<file path="src/rtl/fpga_prog_pkg.sv">
// Shared definitions for the configuration-chain loader: default geometry
// and the loader state encoding.
package fpga_prog_pkg;

   localparam int CHAIN_LEN_DEF = 1480;
   localparam int CLK_DIV_DEF   = 2;
   localparam int CFG_BYTES     = (CHAIN_LEN_DEF + 7) / 8;

   typedef enum logic [2:0] {
      S_IDLE,
      S_FETCH,
      S_SETUP,
      S_HIGH,
      S_FLUSH,
      S_DONE
   } state_t;

endpackage

</file>
<file path="src/rtl/prog_clk_gen.sv">
// Phase timer for the configuration shift clock: strobes phase_end on the
// last system-clock cycle of each CLK_DIV-long SETUP or HIGH phase.
module prog_clk_gen #(
   parameter int CLK_DIV = 2
) (
   input  logic clk,
   input  logic rst_n,
   input  logic run,
   output logic phase_end
);

   localparam int DW = $clog2(CLK_DIV + 1);

   logic [DW-1:0] div_cnt_q, div_cnt_d;

   always_comb begin
      phase_end = run && (div_cnt_q == DW'(CLK_DIV - 1));
      div_cnt_d = div_cnt_q + 1'b1;
      // Restart on every phase boundary so SETUP and HIGH each get a full count
      if (!run || phase_end) begin
         div_cnt_d = '0;
      end
   end

   always_ff @(posedge clk or negedge rst_n) begin
      if (!rst_n) begin
         div_cnt_q <= '0;
      end else begin
         div_cnt_q <= div_cnt_d;
      end
   end

endmodule

</file>
<file path="src/rtl/fpga_prog_loader.sv">
// Serialises a byte stream onto the fabric configuration chain while
// capturing the old chain contents from prog_out as a readback byte stream.
module fpga_prog_loader
   import fpga_prog_pkg::*;
#(
   parameter int CHAIN_LEN = CHAIN_LEN_DEF,
   parameter int CLK_DIV   = CLK_DIV_DEF
) (
   input  logic       clk,
   input  logic       rst_n,
   input  logic       start,
   input  logic [7:0] cfg_data,
   input  logic       cfg_valid,
   output logic       cfg_ready,
   output logic [7:0] rb_data,
   output logic       rb_valid,
   input  logic       rb_ready,
   output logic       prog_in,
   output logic       prog_clk,
   output logic       prog_en,
   input  logic       prog_out,
   output logic       busy,
   output logic       done
);

   localparam int BW = $clog2(CHAIN_LEN + 1);

   state_t        state_q, state_d;
   logic [BW-1:0] bit_cnt_q, bit_cnt_d;
   logic [BW-1:0] bit_inc;
   logic [7:0]    byte_q, byte_d;
   logic [7:0]    rb_shift_q, rb_shift_d;
   logic [7:0]    rb_data_q, rb_data_d;
   logic          byte_full_q, byte_full_d;
   logic          rb_valid_q, rb_valid_d;
   logic          prog_in_q, prog_in_d;
   logic          prog_clk_q, prog_clk_d;
   logic          prog_en_q, prog_en_d;
   logic          busy_q, busy_d;
   logic          done_q, done_d;
   logic          run;
   logic          phase_end;

   assign run     = (state_q == S_SETUP) || (state_q == S_HIGH);
   assign bit_inc = bit_cnt_q + 1'b1;

   prog_clk_gen #(.CLK_DIV(CLK_DIV)) u_clk_gen (
      .clk       (clk),
      .rst_n     (rst_n),
      .run       (run),
      .phase_end (phase_end)
   );

   // A pending readback byte blocks the next fetch so readback never overruns
   assign cfg_ready = (state_q == S_FETCH) && !byte_full_q && !rb_valid_q;

   always_comb begin
      state_d     = state_q;
      bit_cnt_d   = bit_cnt_q;
      byte_d      = byte_q;
      byte_full_d = byte_full_q;
      rb_shift_d  = rb_shift_q;
      rb_data_d   = rb_data_q;
      rb_valid_d  = rb_valid_q;
      prog_in_d   = prog_in_q;

      if (rb_valid_q && rb_ready) begin
         rb_valid_d = 1'b0;
      end

      case (state_q)
         S_IDLE: begin
            if (start) begin
               state_d     = S_FETCH;
               bit_cnt_d   = '0;
               rb_shift_d  = '0;
               byte_full_d = 1'b0;
            end
         end
         S_FETCH: begin
            if (cfg_valid && cfg_ready) begin
               byte_d      = cfg_data;
               byte_full_d = 1'b1;
               state_d     = S_SETUP;
            end
         end
         S_SETUP: begin
            // Sample the old chain bit before the rising edge shifts it away
            if (phase_end) begin
               rb_shift_d[bit_cnt_q[2:0]] = prog_out;
               state_d                    = S_HIGH;
            end
         end
         S_HIGH: begin
            if (phase_end) begin
               bit_cnt_d = bit_inc;
               if (bit_inc == BW'(CHAIN_LEN) || bit_inc[2:0] == 3'd0) begin
                  rb_data_d   = rb_shift_q;
                  rb_valid_d  = 1'b1;
                  rb_shift_d  = '0;
                  byte_full_d = 1'b0;
                  state_d     = (bit_inc == BW'(CHAIN_LEN)) ? S_FLUSH : S_FETCH;
               end else begin
                  state_d = S_SETUP;
               end
            end
         end
         S_FLUSH: begin
            if (rb_valid_q && rb_ready) begin
               state_d = S_DONE;
            end
         end
         S_DONE: begin
            state_d = S_IDLE;
         end
         default: begin
            state_d = S_IDLE;
         end
      endcase

      prog_clk_d = (state_d == S_HIGH);
      prog_en_d  = (state_d == S_FETCH) || (state_d == S_SETUP) || (state_d == S_HIGH);
      busy_d     = (state_d != S_IDLE) && (state_d != S_DONE);
      done_d     = (state_d == S_DONE);
      if (state_d == S_SETUP) begin
         prog_in_d = byte_d[bit_cnt_d[2:0]];
      end
   end

   always_ff @(posedge clk or negedge rst_n) begin
      if (!rst_n) begin
         state_q     <= S_IDLE;
         bit_cnt_q   <= '0;
         byte_q      <= '0;
         byte_full_q <= 1'b0;
         rb_shift_q  <= '0;
         rb_data_q   <= '0;
         rb_valid_q  <= 1'b0;
         prog_in_q   <= 1'b0;
         prog_clk_q  <= 1'b0;
         prog_en_q   <= 1'b0;
         busy_q      <= 1'b0;
         done_q      <= 1'b0;
      end else begin
         state_q     <= state_d;
         bit_cnt_q   <= bit_cnt_d;
         byte_q      <= byte_d;
         byte_full_q <= byte_full_d;
         rb_shift_q  <= rb_shift_d;
         rb_data_q   <= rb_data_d;
         rb_valid_q  <= rb_valid_d;
         prog_in_q   <= prog_in_d;
         prog_clk_q  <= prog_clk_d;
         prog_en_q   <= prog_en_d;
         busy_q      <= busy_d;
         done_q      <= done_d;
      end
   end

   assign rb_data  = rb_data_q;
   assign rb_valid = rb_valid_q;
   assign prog_in  = prog_in_q;
   assign prog_clk = prog_clk_q;
   assign prog_en  = prog_en_q;
   assign busy     = busy_q;
   assign done     = done_q;

endmodule

</file>
<file path="config.mk">
export PLATFORM = sky130hd
export DESIGN_NAME = fpga_prog_loader
export DESIGN_NICKNAME = d
export VERILOG_FILES = /design/src/rtl/fpga_prog_pkg.sv /design/src/rtl/prog_clk_gen.sv /design/src/rtl/fpga_prog_loader.sv
export SDC_FILE = /design/constraint.sdc
export NUM_CORES = 1
export LEC_CHECK = 0
export CAP_MARGIN = 10
export CORE_MARGIN = 3
export CORE_UTILIZATION = 49
export CTS_CLUSTER_DIAMETER = 120
export DETAILED_ROUTE_END_ITERATION = 8
export PLACE_DENSITY = 0.75
export SKIP_LAST_GASP = 1
export SLEW_MARGIN = 20
export SYNTH_ARGS = -nofsm -noshare
export SYNTH_HDL_FRONTEND = slang
export SYNTH_HIERARCHICAL = 1
export SYNTH_SLANG_ARGS = --single-unit
</file>
<file path="constraint.sdc">
create_clock -name clk -period 3.2 [get_ports clk]
set_input_delay 0.64 -clock clk [delete_from_list [all_inputs] [get_ports clk]]
set_output_delay 0.64 -clock clk [all_outputs]
set_load 0.02 [all_outputs]
</file>
==> Word-level counts from Yosys, hierarchy flattened <==
Cells that the tools add are included.
{ "word_totals": {"regBits": 47, "inputBits": 14, "out_inout_bits": 15, "word_cells": 93} }
{ "classes": {"addsub": 2, "magnitude_cmp": 3, "eq_ne": 16, "mux": 33, "n_reduce_logical": 25} }
{ "op_table": {"columns": ["op", "n"], "rows": [
  ["$mux 8", 6],
  ["$pmux 8 s3", 1],
  ["$mux 11", 2],
  ["$pmux 11 s2", 1],
  ["$mux 3", 7],
  ["$pmux 3 s5", 1],
  ["$eq 3x2->1 const B", 4],
  ["$add 11x1->11 const B", 1],
  ["$eq 11x11->1 const B", 1],
  ["$mux 1", 10],
  ["$reduce_and 5->1", 2],
  ["$reduce_bool 3->1", 3],
  ["$bwmux 8", 1],
  ["$lt 3x4->1 const B", 2],
  ["$logic_and 1x1->1", 7],
  ["$eq 3x1->1 const B", 2],
  ["$eq 3x3->1 const B", 2],
  ["$logic_not 3->1", 2],
  ["$ne 2x2->1 const B", 3],
  ["$reduce_and 3->1", 2],
  ["$logic_or 1x1->1", 5],
  ["$ne 2x1->1 const B", 2],
  ["$bmux 1 s3", 1],
  ["$demux 1 s3", 1],
  ["8 further kinds", 10]
]} }

==> Longest topological paths before layout <==
Gate-level depths: netlist of the first run.
{ "depth": {"word_depth": 9, "depth_mapped": 12, "ltp_nobuf": 10} }

==> By module <==
Netlist of the first run, hierarchy kept.
{ "by_module_without_submodules": {"columns": ["mod", "n_inst", "cells_each", "area_per_inst_um2", "seq_area_each_um2"], "rows": [
  ["fpga_prog_loader", 1, 251, 2504.9, 1126.1],
  ["prog_clk_gen", 1, 7, 97.6, 50.0]
]} }

==> Least setup slack after synthesis of the first run <==
No wires, ideal clock.
{ "synth_timing": {"path_kind": "register -> register", "startpoint": "register bit_cnt_q[0]", "endpoint": "register rb_data_q[0], in the netlist rb_data[0]", "setup_time_ns": 0.125, "arrival_ns": 2.265, "required_time_ns": 3.075, "slack_ns": 0.810, "path_stages_with_launch": 9, "n_path_buf": 1, "synth_period_minus_slack_ns": 2.390, "path_cell_list": "dfrtp_1 ha_1 ha_1 a2111o_1 nor2_1 and4_1 o21a_1 buf_6 mux2_4"} }
{ "synth_between": {"elab_chain_len": 4, "elab_cells_between_ends": 5, "classes_between": "1 x add/sub; 1 x eq/ne; 3 x reduce/logical"} }
{ "synth_rtl": {"columns": ["item", "line_no", "source"], "rows": [
  ["start: declaration", "fpga_prog_loader.sv:29", "logic [BW-1:0] bit_cnt_q, bit_cnt_d;"],
  ["start signal: assignment", "fpga_prog_loader.sv:146", "bit_cnt_q <= bit_cnt_d;"],
  ["$add 11x1->11 *", "fpga_prog_loader.sv:45", "assign bit_inc = bit_cnt_q + 1'b1;"],
  ["$eq 11x11->1 / $logic_not 3->1 (equally long branches)", "fpga_prog_loader.sv:97", "if (bit_inc == BW'(CHAIN_LEN) || bit_inc[2:0] == 3'd0) begin"],
  ["$logic_or 1x1->1 *", "fpga_prog_loader.sv:97", null],
  ["$reduce_and 3->1 (no source line) *", null, null],
  ["end signal: assignment", "fpga_prog_loader.sv:150", "rb_data_q <= rb_data_d;"],
  ["end: declaration", "fpga_prog_loader.sv:33", "logic [7:0] rb_data_q, rb_data_d;"]
]} }
Mark *: on every way between the ends. The rest lies on a longest branch, timed or not.
A chain may end at the register's enable or synchronous reset.

==> Worst setup path after layout of the first run <==
{ "layout_timing": {"startpoint": "register state_q[1]", "endpoint": "output cfg_ready"} }
{ "layout_between": {"elab_chain_len": 3} }
{ "layout_rtl": {"columns": ["item", "line_no", "source"], "rows": [
  ["start: declaration", "fpga_prog_loader.sv:28", "state_t state_q, state_d;"],
  ["start signal: assignment", "fpga_prog_loader.sv:145", "state_q <= state_d;"],
  ["$eq 3x1->1", "fpga_prog_loader.sv:55", "assign cfg_ready = (state_q == S_FETCH) && !byte_full_q && !rb_valid_q;"],
  ["$logic_and 1x1->1 (2 in series)", "fpga_prog_loader.sv:55", null],
  ["end: declaration", "fpga_prog_loader.sv:14", "output logic cfg_ready,"]
]} }
No other way between the ends.

==> metrics.txt, run 1 <==
clock slew at reported path FFs 90 ps; fmax 350 MHz; outcome complete, no violations; mapped cell area 2600 um^2; Power Total 2.21 mW; Congestion Overflow GR 0; largest cells by area after synthesis dfrtp_1 (45%), mux2_4 (5.2%), nand3_1 (4.0%); max_slew headroom 0.609; area occupied by multi-input gates 1290 um^2; Logic pwr share 0.467; CTS tree built; DR vias 2070; most frequent cell after synthesis dfrtp_1; Setup Crit Path Kind flip-flop to output pin; Worst path max stage delay 650 ps; total wire length roughly 5300 um; Post-synth ARST share 1.00; switching pwr 894 uW; Internal 1.31 mW; Final nets 302; PwrDens between 700 and 800 nW/um^2; Post-route DRC 0; row count 25; core area ~5000 um^2; TritonCTS Sinks 47; first-pass GRT wire length approximately 9300 um; Max IR drop VDD about 0.43 mV; startpoint types flip-flop; setup TNS 0 ps; Die Y around 79 um; leakage 1.33 nW; CTS HTree Levels 2; Synth Instances roughly 260; CP max-delay cell or4b_4; routed len/inst 14.9 um; DIE AREA 6220 um^2; Cell variety after synth 57; Tot GR Track Use 0.187; Post-synth EDFFs 0; HPWL Detailed 3700 um; CTS Buf Count 5; initial antenna violation count 0; post-CTS setup buffers 0; Ys Warns 6; Max clock buf depth 2; Primary FF master, synth dfrtp_1; Die W 78.9 um; CTS Hold Bufs 0; Vias/cell 5.86; Final Skew 7.31 ps; crit end category output pin; slew of the pin with the lowest slew margin 587 ps; Placer Congestion 0.818; count of final hold-check violations 0; hold crit path type primary input to async pin; # diodes 0; register share of total power 0.372; Max Slew Vio Count 0; antenna violation net count after detailed routing 0; final setup fails 0; number of synthesized register bits 47; Crit Path Max Fanout 11; RSZ-0062 raised after global routing no; Mean Syn Cell Area ~10 um^2; CTS resizes 0; proportion of synthesized chip area in sequential cells 0.452; count of buffers from port buffering 28; Synth-to-Final Area Change 15.4%; final period utilization 0.893; vias in the first global route a little over 2000; Crit path required time 2560 ps; Tmin final approximately 2900 ps; Synth top area share 0.452; largest net degree at the start of global routing 48; initial core utilization 0.530; top cells by count, synth dfrtp_1 (47), nand2_1 (22), nand3_1 (21); DRT iter0 DRCs 100; Clock power frac 0.161; root buffer cell clkbuf_8; switching share of total power 0.405; Arr. time, crit path 2220 ps; drt first pass iters 4; maxcap violations 0; crit-path cells or4b_4 > nor2_1 > clkdlybuf4s50_1; layout cells sized above 1 0.133; Filler cells roughly 420; io pins 29; syn nets ~280; cell type with the highest aggregate area in the netlist dfrtp_1; register area 1180 um^2; clock latency on the worst-skew pair 300 ps
[flip-flops by register name, indices dropped and copies added (netlist names)]
| signal | flops |
|---|---|
| rb_data | 8 |
| busy | 1 |
| bit_cnt_q | 11 |
| prog_in | 1 |
| u_clk_gen/div_cnt_q | 2 |
| rb_valid | 1 |
| rb_shift_q | 8 |
| prog_clk | 1 |
| done | 1 |
| byte_q | 8 |
| byte_full_q | 1 |
| prog_en | 1 |
| state_q | 3 |
[layout by cell type, fill, tap and decap left out, drive strengths merged, types with 8 or more instances in the layout]
cell type      Yosys  final
nand2             23     23
dfrtp             47     47
buf               11      9
a21o               8      8
o21ai             21     21
inv                8      9
a22oi              8      8
mux2               9      9
clkdlybuf4s50      0     27
a21oi              8      8
nor2              10     10
nand3             21     21
[area by class of cell]
type,instances,area share
multi-input cells,187,0.429
inverters,8,0.0100
flip-flops and latches,47,0.392
clock inverters,3,0.00625
repair buffers,36,0.113
well taps,67,0.0279
clock buffers,5,0.0229
[kinds of logic after synthesis]
group	synth area share
simple gates	0.214
buf+inv	0.0534
xor+xnor	0.0135
flops	0.452
compound gates	0.201
mux	0.0519
fa+ha+maj	0.0144
[worst paths after layout]
path | slack (ps) | end | cells after the start | start
worst max-delay path | 340 | cfg_ready | 3 | state_q[1]
worst min-delay path | 330 | bit_cnt_q[7] | 1 | rst_n
worst max register to register | 360 | rb_data[6] | 8 | bit_cnt_q[1]
worst min register to register | 450 | u_clk_gen/div_cnt_q[0] | 1 | u_clk_gen/div_cnt_q[0]
max in group asynchronous | 2470 | rb_data[2] | 1 | rst_n
min in group clk | 450 | u_clk_gen/div_cnt_q[0] | 1 | u_clk_gen/div_cnt_q[0]
[power groups by stage]
stage	Combinational, mW	Clock (mW)	Sequential [mW]
floorplan	0.775	0	0.829
global placement	1.00	0	0.830
detailed placement	1.03	0	0.832
CTS	1.03	0.373	0.820
global route	1.16	0.399	0.840
finish	1.03	0.355	0.821
[metrics by stage]
step | hold WS (ps) | utilization | setup slack [ps] | instances | cell area [um^2]
after floorplan | 344 | - | 810 | 258 | 2600
after global placement | 441 | 0.593 | 397 | 345 | 2910
after detailed placement | 443 | 0.593 | 351 | 345 | 2910
after CTS | 455 | 0.611 | 332 | 353 | 3000
after global routing | 362 | 0.611 | 184 | 353 | 3000
final | 328 | 0.611 | 341 | 353 | 3000
[critical path: cells and delay by family, from the launching register on]
kind                   cells  cell delay (ps)
AND/OR/NAND/NOR            2              810
flip-flops                 1              490
buffers and inverters      1              620
[routing by layer]
| layer | vias up | GRT usage | wire, um |
|---|---|---|---|
| li1 | 1005 | - | - |
| met1 | 1015 | 0.253 | 2570 |
| met2 | 39 | 0.296 | 2410 |
| met3 | 11 | 0.0385 | 178 |
| met4 | 0 | 0.0687 | 96 |
| met5 | - | 0 | 0 |
Note: power is estimated with default switching activity, not from simulation.
==> inputs of run 2 (changes only) <==
--- a/config.mk
+++ b/config.mk
@@ -7,10 +7,11 @@
 export LEC_CHECK = 0
 export CAP_MARGIN = 10
 export CORE_MARGIN = 3
-export CORE_UTILIZATION = 49
+export CORE_UTILIZATION = 55
 export CTS_CLUSTER_DIAMETER = 120
 export DETAILED_ROUTE_END_ITERATION = 8
-export PLACE_DENSITY = 0.75
+export GPL_TIMING_DRIVEN = 0
+export PLACE_DENSITY = 0.82
 export SKIP_LAST_GASP = 1
 export SLEW_MARGIN = 20
 export SYNTH_ARGS = -nofsm -noshare
==> metrics.txt, run 2 (synthesis results as in run 1) <==
count of buffers from port buffering 28; TritonCTS Sinks between 40 and 50; Power Total 2.25 mW; # placed instances 339; final period utilization 0.899; Congestion Overflow GR 0; max reg flops 11; max_slew headroom 0.482; Crit Path Max Fanout 10; Reg2Reg Setup Slack between 400 and 500 ps; Biggest register bit_cnt_q; worst setup margin between 300 and 400 ps; CTS Buf Count 5; Die W 74.8 um; Cell Count, Final, Fillers Out approximately 350; Setup Crit Path Kind flip-flop to output pin; io pins 29; layout cells sized above 1 0.136; clock latency on the worst-skew pair 300 ps; Synth-to-Final Area Change 17.5%; count of final hold-check violations 0; Max clock buf depth 2; # diodes 0; antenna violation net count after detailed routing 0; hold crit path type primary input to async pin; total wire length 5370 um; crit path launch state_q[2]; root buffer cell clkbuf_8; final setup fails 0; outcome complete, no violations; Post-route DRC 0; maxcap violations 0; DIE AREA about 5600 um^2; CTS tree built; fmax 348 MHz; DRT iter0 DRCs 150; core area 4470 um^2; initial antenna violation count 0; Arr. time, crit path 2240 ps; DP Worst Slack 383 ps; setup TNS 0 ps; first-pass GRT wire length 9160 um; routed len/inst approximately 16 um; RR Endpoint prog_in; commonest cells after routing, fill and taps aside dfrtp_1 (47), clkdlybuf4s50_1 (27), nand2_1 (22); largest net degree at the start of global routing 25; slew of the pin with the lowest slew margin between 700 and 800 ps; R2R depth 10; Tot GR Track Use 0.211; post-route core utilization 0.683; CTS resizes 0; Tmin final 2880 ps; Filler cells between 300 and 400; post-CTS setup buffers 0; Reg-to-Reg Start state_q[1]; Final nets 311; PwrDens 736 nW/um^2; Vias/cell around 6; capture point of the worst path cfg_ready; vias in the first global route 1982; row count 24; Max IR drop VDD 0.434 mV; DR vias approximately 2100; drt first pass iters 4; Final Skew 6.53 ps; commonest non-fill, non-tap cell in the layout dfrtp_1; Die Y 74.8 um; Crit path required time 2560 ps; Max Slew Vio Count 0; clock slew at reported path FFs 80 ps; HPWL Detailed 3960 um; CTS Hold Bufs 0; leakage 1.36 nW; crit end category output pin; RSZ-0062 raised after global routing no; Placer Congestion 0.882; startpoint types flip-flop; initial core utilization 0.582; CTS HTree Levels 2
==> run 2: cell types whose count changed in the layout (fill, tap and decap cells not counted), sizes merged <==
cell / change
inv: -1
clkbuf: +6
clkinv: -1
buf: +4
==> run 2: how the worst min path moves through the flow <==
| stage | endpoint | slack, ps | depth (start not counted) |
|---|---|---|---|
| after CTS | bit_cnt_q[9] | 350 | 1 |
| after global routing | bit_cnt_q[9] | 360 | 1 |
| after floorplan | bit_cnt_q[0] | 340 | 0 |
| after global placement | u_clk_gen/div_cnt_q[0] | 440 | 1 |
| final | bit_cnt_q[9] | 330 | 1 |
| after detailed placement | u_clk_gen/div_cnt_q[0] | 460 | 1 |
==> run 2: worst max-delay path, cell delays in order (launching register included) <==
cell             delay [ps]
dfrtp_1                 380
buf_6                   140
or4b_4                  520
buf_6                   160
nor2_1                  130
clkdlybuf4s50_1         630
==> run 2: where the power goes <==
part           leakage, nW  internal, mW  switching (mW)
registers            0.607         0.726          0.0827
logic                0.710         0.454           0.629
clock network       0.0470         0.170           0.188
total                 1.36          1.35           0.900
==> run 2: metal layers <==
metal,share of wire,track usage
met5,0,0
met3,0.036,0.0387
met2,0.47,0.335
met1,0.47,0.291
met4,0.016,0.0791
==> run 2: through the flow <==
stage / hold slack (ps) / instance area, um^2
finish: 334 / 3060
global route: 362 / 3060
CTS: 349 / 3060
detailed placement: 459 / 2970
global placement: 441 / 2950
floorplan: 344 / 2600
==> run 2: layout make-up <==
cell class	instances	area (um^2)	share of cell area
multi-input combinational	187	1290	0.421
sequential	47	1180	0.385
timing repair buffer	29	303	0.0990
buffer	16	109	0.0356
clock buffer	6	82.6	0.0270
tap	52	65.1	0.0213
inverter	8	30.0	0.00982
clock inverter	1	5.00	0.00164
